[config.mk]
export PLATFORM = sky130hd
export DESIGN_NAME = phase_alu_sequencer
export DESIGN_NICKNAME = d
export VERILOG_FILES = /design/src/rtl/phase_alu_sequencer.sv
export SDC_FILE = /design/constraint.sdc
export NUM_CORES = 1
export LEC_CHECK = 0
export CAP_MARGIN = 20
export CORE_MARGIN = 2
export CORE_UTILIZATION = 50
export CTS_CLUSTER_DIAMETER = 80
export CTS_CLUSTER_SIZE = 40
export DETAILED_ROUTE_END_ITERATION = 12
export PLACE_DENSITY = 0.75
export SKIP_LAST_GASP = 1
export SYNTH_ARGS = -nofsm -noshare
export SYNTH_HDL_FRONTEND = slang
export SYNTH_SLANG_ARGS = --single-unit
export TNS_END_PERCENT = 1
[constraint.sdc]
create_clock -name Phase_Count -period 2.7 [get_ports Phase_Count]
set_input_delay 0.54 -clock Phase_Count [delete_from_list [all_inputs] [get_ports Phase_Count]]
set_output_delay 0.54 -clock Phase_Count [all_outputs]
set_load 0.02 [all_outputs]
[src/rtl/phase_alu_sequencer.sv]
// phase_alu_sequencer
//   Runs one ALU operation per full rotation of a 4-phase one-hot ring counter.
//   Phase0 arms the operation, Phase1 computes it, Phase2 writes the result
//   and Phase3 completes it.
//
// Build option:
//   PHASE_CHECK_EN  defined   -> every non-IDLE cycle checks the phase vector;
//                                a bad vector sets Phase_Err and aborts to IDLE.
//                   undefined -> ARMED advances on Phase0 alone, S1..S3 advance
//                                every cycle, Phase_Err stays 0.
//
// Ports:
//   Phase_Count  in   clock (rising edge)
//   Clear        in   synchronous active-low reset
//   Phase0..3    in   ring counter phases
//   Start        in   request, sampled only in IDLE
//   Op           in   2'b00 ADD, 2'b01 SUB, 2'b10 AND, 2'b11 XOR
//   Operand_A/B  in   operands, captured with Start
//   Busy         out  high from ARMED through S3
//   Done         out  one-cycle completion pulse
//   Result       out  registered result, held until the next write
//   Carry        out  ADD carry-out / SUB borrow / 0 for logic ops
//   Phase_Err    out  sticky phase-sequence error
//
// state | meaning
// IDLE  | waiting for Start, phases ignored
// ARMED | operands captured, waiting for Phase0
// S1    | Phase1 expected, compute into temp
// S2    | Phase2 expected, write temp to Result/Carry
// S3    | Phase3 expected, then IDLE with Done
module phase_alu_sequencer #(
  parameter int WIDTH = 8
) (
  input  logic             Phase_Count,
  input  logic             Clear,
  input  logic             Phase0,
  input  logic             Phase1,
  input  logic             Phase2,
  input  logic             Phase3,
  input  logic             Start,
  input  logic [1:0]       Op,
  input  logic [WIDTH-1:0] Operand_A,
  input  logic [WIDTH-1:0] Operand_B,
  output logic             Busy,
  output logic             Done,
  output logic [WIDTH-1:0] Result,
  output logic             Carry,
  output logic             Phase_Err
);

  typedef enum logic [2:0] {
    ST_IDLE  = 3'd0,
    ST_ARMED = 3'd1,
    ST_S1    = 3'd2,
    ST_S2    = 3'd3,
    ST_S3    = 3'd4
  } state_t;

  state_t           state, state_nxt;
  logic             accept, err_set;
  logic             busy_nxt, done_nxt, err_nxt, load_tmp, load_res;
  logic [1:0]       op_q;
  logic [WIDTH-1:0] a_q, b_q, tmp_res;
  logic             tmp_carry;
  logic [WIDTH:0]   alu;

`ifdef PHASE_CHECK_EN
  logic [3:0] phase_vec;
  logic       one_hot;
  assign phase_vec = {Phase3, Phase2, Phase1, Phase0};
  assign one_hot   = (phase_vec != 4'b0000) && ((phase_vec & (phase_vec - 4'd1)) == 4'b0000);
`else
  logic unused_phases;
  assign unused_phases = ^{Phase1, Phase2, Phase3};
`endif

  // Carry/borrow rides in the top bit so temp and Result load as one word.
  always_comb begin
    alu = '0;
    case (op_q)
      2'b00:   alu = {1'b0, a_q} + {1'b0, b_q};
      2'b01:   alu = {(a_q < b_q), a_q - b_q};
      2'b10:   alu = {1'b0, a_q & b_q};
      default: alu = {1'b0, a_q ^ b_q};
    endcase
  end

  always_comb begin
    state_nxt = state;
    accept    = 1'b0;
    err_set   = 1'b0;
    case (state)
      ST_IDLE: begin
        if (Start) begin
          state_nxt = ST_ARMED;
          accept    = 1'b1;
        end
      end
`ifdef PHASE_CHECK_EN
      // Another valid one-hot phase just means the ring has not reached Phase0 yet.
      ST_ARMED: begin
        if (!one_hot) begin
          state_nxt = ST_IDLE;
          err_set   = 1'b1;
        end else if (phase_vec == 4'b0001) begin
          state_nxt = ST_S1;
        end
      end
      ST_S1: begin
        if (phase_vec == 4'b0010) state_nxt = ST_S2;
        else begin
          state_nxt = ST_IDLE;
          err_set   = 1'b1;
        end
      end
      ST_S2: begin
        if (phase_vec == 4'b0100) state_nxt = ST_S3;
        else begin
          state_nxt = ST_IDLE;
          err_set   = 1'b1;
        end
      end
      ST_S3: begin
        state_nxt = ST_IDLE;
        if (phase_vec != 4'b1000) err_set = 1'b1;
      end
`else
      ST_ARMED: if (Phase0) state_nxt = ST_S1;
      ST_S1:    state_nxt = ST_S2;
      ST_S2:    state_nxt = ST_S3;
      ST_S3:    state_nxt = ST_IDLE;
`endif
      default:  state_nxt = ST_IDLE;
    endcase
  end

  always_comb begin
    busy_nxt = (state_nxt != ST_IDLE);
    done_nxt = (state == ST_S3) && (state_nxt == ST_IDLE) && !err_set;
    err_nxt  = Phase_Err;
    if (accept)       err_nxt = 1'b0;
    else if (err_set) err_nxt = 1'b1;
    load_tmp = (state == ST_S1) && (state_nxt == ST_S2);
    load_res = (state == ST_S2) && (state_nxt == ST_S3);
  end

  always_ff @(posedge Phase_Count) begin
    if (!Clear) begin
      state     <= ST_IDLE;
      Busy      <= 1'b0;
      Done      <= 1'b0;
      Phase_Err <= 1'b0;
      Result    <= '0;
      Carry     <= 1'b0;
      op_q      <= '0;
      a_q       <= '0;
      b_q       <= '0;
      tmp_res   <= '0;
      tmp_carry <= 1'b0;
    end else begin
      state     <= state_nxt;
      Busy      <= busy_nxt;
      Done      <= done_nxt;
      Phase_Err <= err_nxt;
      if (accept) begin
        op_q <= Op;
        a_q  <= Operand_A;
        b_q  <= Operand_B;
      end
      if (load_tmp) begin
        tmp_res   <= alu[WIDTH-1:0];
        tmp_carry <= alu[WIDTH];
      end
      if (load_res) begin
        Result <= tmp_res;
        Carry  <= tmp_carry;
      end
    end
  end

endmodule
==> metrics, run 1 <==
final instance area=2875 um2; Inserted Diodes=0; postcts setup bufs=0; via count=2,090; Worst Hold Class=reg -> reg; Power Dens Cells=486.1 nW/um2; CTS Root Cell=clkbuf_8; dpl cells=384; Std-Cell Core Area=4723 um2; switching fraction of total power=0.3113; area delta synth->final=17.30%; CTS tree=done; post-synthesis instance total=299; slew margin rel.=0.5466; most numerous cell in the Yosys netlist=nand2_1; IR drop worst, VDD=0.0002783 V; Nets=368; Worst-path clk slew=0.08 ns; CTS max path bufs=2; Synth cell types=54; CP endpoint kind=flop; initial antenna violation count=0; post-layout min period=2.064 ns; H-Tree Depth=2; via/cell ratio=5.332; hold_buf cts=0; synthesized cell area=2451 um2; fmax=484.5 MHz; critical path class=reg -> reg; post-DR wirelength/cell=12.85 um; Overflow after GRT=0; synthesized flop and latch total=41; Finished Layout Cells=392; P_leak=0.001203 uW; WP data arrival=2.24 ns; HPWL Detailed=3.837 mm; Die W=74.02 um; Reg power frac=0.477; dpl cell area=2785 um2; post-synthesis sequential area ratio=0.3349; final setup fails=0; ANT nets after route=0; CP startpoint kind=flop; fraction of the cycle the final worst path needs=0.7644; Yosys Warn Count=0; post-synthesis area per instance=8.198 um2; leading cell types by count after synthesis=nand2_1, dfxtp_1, a21oi_1; synth top area cells=dfxtp_1, ha_1, nand2_1; Max Slew Vio Count=0; PostCTS Resize Cnt=0; Die ar.=5478 um2; Max Cap Violations=0; Mapped Nets=343; Clock power frac=0.293; row count=25; outcome=finished clean; CTS Buf Count=5; Post-synth EDFFs=0; clk_skew=0.008584 ns; drt drc=0; Sink Count=41; Main synth FF type=dfxtp_1; clock network latency to the later pin of the worst-skew pair=0.30 ns; first-pass GRT wire length=8.569 mm; Initial Utilization=0.5189; Hold Fails Final Rpt=0; RSZ-0062 raised after global routing=false; Setup TNS=0 ns; vias in the first global route=1,847; die outline height=74.02 um; total routed wirelength=5.037 mm; Switch Pwr=435.1 uW; Comb power frac=0.230; Yosys top cell area share=0.3349; Yosys top cell by area=dfxtp_1; Worst Max-Slew Pin Slew=0.6781 ns; share of layout cells above drive strength 1=0.05846; first-pass iteration count of the detailed router=5; CP required=2.88 ns; pin count of the biggest net entering global routing=23; number of port buffers=32; Int Power=962.5 uW; Ports=37; starting DRC count in detailed routing=135; Async SR Flop Fraction=0; total track usage=0.2048; CP max FO=4; GP Congestion=0.8850
## logic make-up (layout without fill, tap and decap cells)
| logic type | count (synthesis) | in the layout | share of synthesized area |
|---|---|---|---|
| simple gates | 111 | 111 | 0.2215 |
| compound gates | 77 | 77 | 0.2093 |
| flops | 41 | 41 | 0.3349 |
| buf+inv | 36 | 62 | 0.06840 |
| fa+ha+maj | 19 | 19 | 0.1031 |
| mux | 12 | 12 | 0.05411 |
| xor+xnor | 2 | 2 | 0.007148 |
| other cells | 1 | 1 | 0.001530 |
## power by group through the flow
stage	Clock, uW	Combinational [uW]	Sequential, uW
after floorplan	0	250	664
after global placement	0	313	680
after detailed placement	0	319	681
after CTS	424	321	667
after global routing	446	360	673
final	410	322	666
## cell type report
| class | instances | area, um2 |
|---|---|---|
| Clock inverter | 3 | 21.27 |
| Fill cell | 463 | 1848 |
| Inverter | 18 | 67.56 |
| Timing Repair Buffer | 36 | 350.3 |
| Clock buffer | 5 | 68.82 |
| Multi-Input combinational cell | 222 | 1463 |
| Sequential cell | 41 | 820.8 |
| Tap cell | 67 | 83.83 |
## critical path, stage by stage, from the launching register on
cell       delay, ns
dfxtp_1         0.40
inv_1           0.10
ha_1            0.31
nor2b_1         0.23
o2111ai_1       0.18
and4_1          0.23
o41ai_1         0.39
a21oi_1         0.12
## metrics by stage
step                setup WS (ns)  utilization  power, uW  hold slack (ns)
finish                     0.6362       0.6087       1398           0.4539
global route               0.4236       0.6087       1479           0.4855
CTS                        0.6413       0.6087       1412           0.4594
detailed placement         0.6530       0.5897      999.9           0.4466
global placement           0.6665       0.5897      992.8           0.4418
floorplan                  0.8739            -      913.7           0.4244
## per-layer routing
metal  GRT usage  vias up  share of wire
met2      0.3234       54           0.45
met3     0.04336        7          0.043
li1            -     1084              -
met5           0        -              0
met4     0.08485        0          0.018
met1      0.2730      945           0.48
## final timing paths
path,start,endpoint,slack (ns),cells past startpoint
hold / removal,tmp_res[4]$_SDFFE_PN0P_,tmp_res[4]$_SDFFE_PN0P_,0.45,2
setup reg to reg,b_q[1]$_SDFFE_PN0P_,tmp_res[7]$_SDFFE_PN0P_,0.64,7
hold reg to reg,tmp_res[4]$_SDFFE_PN0P_,tmp_res[4]$_SDFFE_PN0P_,0.45,2
setup / recovery,b_q[1]$_SDFFE_PN0P_,tmp_res[7]$_SDFFE_PN0P_,0.64,7
## flip-flops by register name, summed over array words and instances, names as in the netlist
signal	flops
tmp_carry	1
a_q	8
Carry	1
Done	1
state	3
op_q	2
Result	8
Busy	1
tmp_res	8
b_q	8
## placed cells by master, fill, tap and decap left out, types with 2 or more instances in the layout
cell type / netlist / routed
nand3b_1: 3 / 3
nand2b_1: 7 / 7
buf_4: 1 / 4
nor2_1: 21 / 21
and4_1: 2 / 2
a211oi_1: 3 / 3
ha_1: 17 / 17
fa_1: 2 / 2
and3_1: 2 / 2
nand3_1: 8 / 8
o31ai_1: 2 / 2
o211ai_1: 2 / 2
a221oi_1: 2 / 2
a32o_1: 2 / 2
or2_1: 2 / 2
nor2b_1: 5 / 5
inv_1: 18 / 18
clkdlybuf4s50_1: 0 / 32
o21bai_1: 2 / 2
a21oi_1: 30 / 30
clkbuf_8: 0 / 5
o21ai_1: 5 / 5
a21o_1: 5 / 5
nor3_1: 3 / 3
xnor2_1: 2 / 2
dfxtp_1: 41 / 41
o21ai_0: 11 / 11
mux2i_1: 11 / 11
nand2_1: 49 / 49
(Power assumes the default switching activity.)
==> run 2, diff against run 1 <==
- CORE_UTILIZATION: 50 -> 49
- PLACE_DENSITY: 0.75 -> 0.76
- clock period: 2.7 -> 1.7 ns (I/O delays scaled with it)
==> metrics, run 2 (synthesized netlist as in run 1, its figures left out) <==
reg2reg path depth=8; Inserted Diodes=0; postcts setup bufs=0; clock network latency to the later pin of the worst-skew pair=0.30 ns; area delta synth->final=37.32%; critical path class=reg -> reg; Sink Count=41; CTS Buf Count=5; CP startpoint kind=flop; most common cell after layout, fill and taps aside=nand2_1; share of layout cells above drive strength 1=0.2216; number of port buffers=32; fraction of the cycle the final worst path needs=1.129; first-pass iteration count of the detailed router=4; final instance area=3366 um2; Std-Cell Core Area=4786 um2; via/cell ratio=5.190; CP required=1.91 ns; H-Tree Depth=2; GR peak layer=met2; final setup fails=7; RSZ-0062 raised after global routing=true; GP Congestion=0.9424; Worst Max-Slew Pin Slew=0.5824 ns; row count=25; CP max FO=3; met3 usage=0.06024; Nets=413; post-place setup slack=-0.1648 ns; Power Dens Cells=771.8 nW/um2; HPWL Detailed=4.489 mm; Util after Layout=0.7033; initial antenna violation count=0; IR drop worst, VDD=0.0003744 V; dpl cell area=3183 um2; post-DR wirelength/cell=13.60 um; starting DRC count in detailed routing=118; pin count of the biggest net entering global routing=32; Initial Utilization=0.5122; Total Power=2598 uW; failing checks=setup timing; total routed wirelength=5.942 mm; Worst-path clk slew=0.08 ns; Setup TNS=-0.8472 ns; most frequent cells in the layout=nand2_1, buf_4, dfxtp_1; Max Cap Violations=0; Die ar.=5584 um2; Die W=74.73 um; Ports=37; clk_skew=0.005359 ns; first-pass GRT wire length=9.777 mm; Worst Hold Class=reg -> reg; post-layout min period=1.919 ns; Setup WS post-layout=-0.2186 ns; CP endpoint kind=flop; via count=2,268; CTS Root Cell=clkbuf_8; WP data arrival=2.13 ns; Hold Fails Final Rpt=0; outcome=complete, but fails checks; slew margin rel.=0.6106; fmax=521.2 MHz; Overflow after GRT=0; GR Util met2=0.3864; vias in the first global route=2,147; drt drc=0; CTS max path bufs=2; die outline height=74.73 um; P_leak=0.001469 uW; hold depth=2; CTS tree=done; ANT nets after route=0; total track usage=0.2302; GRT met1 Usage=0.2939; Max Slew Vio Count=0
[run 2: cell count changes in the layout (fill, tap and decap cells not counted), sizes merged]
cell	change
bufinv	+1
buf	+45
clkbuf	+1
inv	-1
clkinv	-1
[run 2: stage by stage]
stage / instances / hold slack, ns
6_report: 437 / 0.4630
5_1_grt: 437 / 0.4988
4_1_cts: 437 / 0.4662
3_5_place_dp: 429 / 0.4542
3_3_place_gp: 429 / 0.4453
2_1_floorplan: 299 / 0.4244
[run 2: final cells by class]
type	instances	area (um2)
Clock buffer	6	82.58
Clock inverter	2	37.54
Fill cell	391	1420
Inverter	18	67.56
Multi-Input combinational cell	222	1549
Sequential cell	41	832.0
Tap cell	67	83.83
Timing Repair Buffer	81	713.2
[run 2: layer usage]
metal,part of all wire,vias up
li1,-,1174
met1,0.45,1011
met2,0.49,72
met3,0.044,11
met4,0.019,0
met5,0,-
[run 2: path summary, 6_finish.rpt]
path | slack [ns] | to | from
worst min-delay path | 0.46 | tmp_res[2]$_SDFFE_PN0P_ | tmp_res[2]$_SDFFE_PN0P_
worst min register to register | 0.46 | tmp_res[2]$_SDFFE_PN0P_ | tmp_res[2]$_SDFFE_PN0P_
worst max register to register | -0.22 | tmp_res[5]$_SDFFE_PN0P_ | a_q[0]$_SDFFE_PN0P_
worst max-delay path | -0.22 | tmp_res[5]$_SDFFE_PN0P_ | a_q[0]$_SDFFE_PN0P_
[run 2: worst max-delay path, stage by stage (launching register included)]
cell	delay [ns]
dfxtp_4	0.38
inv_2	0.05
buf_4	0.12
ha_1	0.18
nand2b_1	0.16
a21oi_1	0.31
o21ai_0	0.19
and4_1	0.24
a211oi_1	0.20
[run 2: where the power goes]
part           internal, uW  total [uW]  switching [uW]  leakage [uW]
registers              1010        1050            43.6      0.000337
clock network           478         840             362     0.0000574
logic                   359         709             349       0.00108
[run 2: repair_timing]
item                                   in CTS  in global routing
gates resized for setup                     6                  6
pin swaps                                   6                  8
endpoints found under the hold margin       0                  0
gates cloned                                0                  0
hold buffers                                0                  0
setup endpoints to repair                   7                  8
==> run 3, diff against run 2 <==
- PLACE_DENSITY: 0.76 -> 0.73
==> metrics, run 3 (synthesized netlist as in run 1, its figures left out) <==
CTS max path bufs=2; total routed wirelength=6.000 mm; Initial Utilization=0.5122; CP required=1.90 ns; via/cell ratio=5.348; Std-Cell Core Area=4786 um2; Sink Count=41; dpl cells=424; Finished Layout Cells=434; Die W=74.73 um; Inserted Diodes=0; WHS=0.4715 ns; row count=25; post-layout min period=1.855 ns; post-place setup slack=-0.2078 ns; Worst-path clk slew=0.09 ns; Register Area=834.6 um2; P_leak=0.001453 uW; HPWL Detailed=4.514 mm; initial antenna violation count=0; IR drop worst, VDD=0.0004053 V; most frequent cells in the layout=nand2_1, buf_4, dfxtp_1; critical path class=reg -> reg; Power Dens Cells=773.7 nW/um2; post-DR wirelength/cell=13.82 um; fmax=539.2 MHz; CP startpoint kind=flop; Total Power=2594 uW; fraction of the cycle the final worst path needs=1.091; Setup WS post-layout=-0.1547 ns; final setup fails=7; vias in the first global route=2,174; pin count of the biggest net entering global routing=22; total track usage=0.2356; via count=2,321; number of port buffers=32; Nets=410; Setup TNS=-0.7462 ns; Die ar.=5584 um2; area delta synth->final=36.80%; Filler cells=393; drt drc=0; H-Tree Depth=2; clock network latency to the later pin of the worst-skew pair=0.30 ns; Max Slew Vio Count=0; CP max FO=4; GP Congestion=0.9570; reg-to-reg slack, setup=-0.15 ns; outcome=complete, but fails checks; clk_skew=0.008289 ns; Max Cap Violations=0; WP data arrival=2.06 ns; CTS Buf Count=5; Overflow after GRT=0; CTS tree=done; ANT nets after route=0; starting DRC count in detailed routing=83; failing checks=setup timing; RSZ-0062 raised after global routing=true; first-pass GRT wire length=10.11 mm; Hold Fails Final Rpt=0; CTS Root Cell=clkbuf_8; share of layout cells above drive strength 1=0.2234; Ports=37; multi-input logic area=1556 um2; most common cell after layout, fill and taps aside=nand2_1; Worst Hold Class=reg -> reg; CP endpoint kind=flop; first-pass iteration count of the detailed router=4; die outline height=74.73 um
run 3: changes by cell type in the layout (fill, tap and decap cells not counted):
cell | previous run | this run
a21oi_1 | 30 | 29
dfxtp_2 | 3 | 2
nor4_2 | 1 | 0
buf_4 | 47 | 44
nor4_1 | 0 | 1
a211oi_1 | 3 | 2
ha_2 | 0 | 2
a211oi_2 | 0 | 1
ha_1 | 14 | 12
dfxtp_4 | 2 | 3
a21oi_2 | 0 | 1
run 3: report_power, final:
group          switching (uW)  leakage [uW]  internal (uW)
registers                37.9      0.000337           1000
logic                     354       0.00106            350
clock network             370     0.0000574            478
total                     761       0.00145           1830
run 3: repair_timing:
action | in CTS | in global routing
endpoints found under the setup margin | 7 | 8
pin swaps | 3 | 6
setup buffers | 0 | 2
cloned | 0 | 0
resized for setup | 5 | 11
hold buffers | 0 | 0
run 3: path summary, 6_finish.rpt:
path	to	depth (start not counted)	start
worst min-delay path	tmp_res[2]$_SDFFE_PN0P_	2	tmp_res[2]$_SDFFE_PN0P_
worst max register to register	tmp_res[6]$_SDFFE_PN0P_	8	b_q[0]$_SDFFE_PN0P_
worst min register to register	tmp_res[2]$_SDFFE_PN0P_	2	tmp_res[2]$_SDFFE_PN0P_
worst max-delay path	tmp_res[6]$_SDFFE_PN0P_	8	b_q[0]$_SDFFE_PN0P_
run 3: worst max-delay path, cell delays in order (launching register included):
cell      delay (ns)
dfxtp_4         0.39
ha_4            0.14
inv_2           0.03
fa_2            0.35
o21bai_1        0.18
nand2_1         0.08
a21o_1          0.20
mux2i_1         0.13
a32o_1          0.26
run 3: stage by stage:
| stage | util | instance area (um2) |
|---|---|---|
| finish | 0.7007 | 3353 |
| CTS | 0.6858 | 3282 |
| detailed placement | 0.6573 | 3146 |
| global route | 0.7007 | 3353 |
| floorplan | - | 2489 |
| global placement | 0.6573 | 3146 |
run 3: cell type report:
cell class | instances | area share
multi-input cells | 222 | 0.4642
flip-flops and latches | 41 | 0.2489
repair buffers | 78 | 0.2060
well taps | 67 | 0.02500
clock buffers | 6 | 0.02463
inverters | 18 | 0.02015
clock inverters | 2 | 0.01119
run 3: per-layer routing:
layer	global-route usage	wire, um	up-vias
met1	0.2883	2678	1084
met5	0	0	-
met4	0.06746	55	0
li1	-	-	1169
met3	0.05355	233	7
met2	0.4149	3033	61
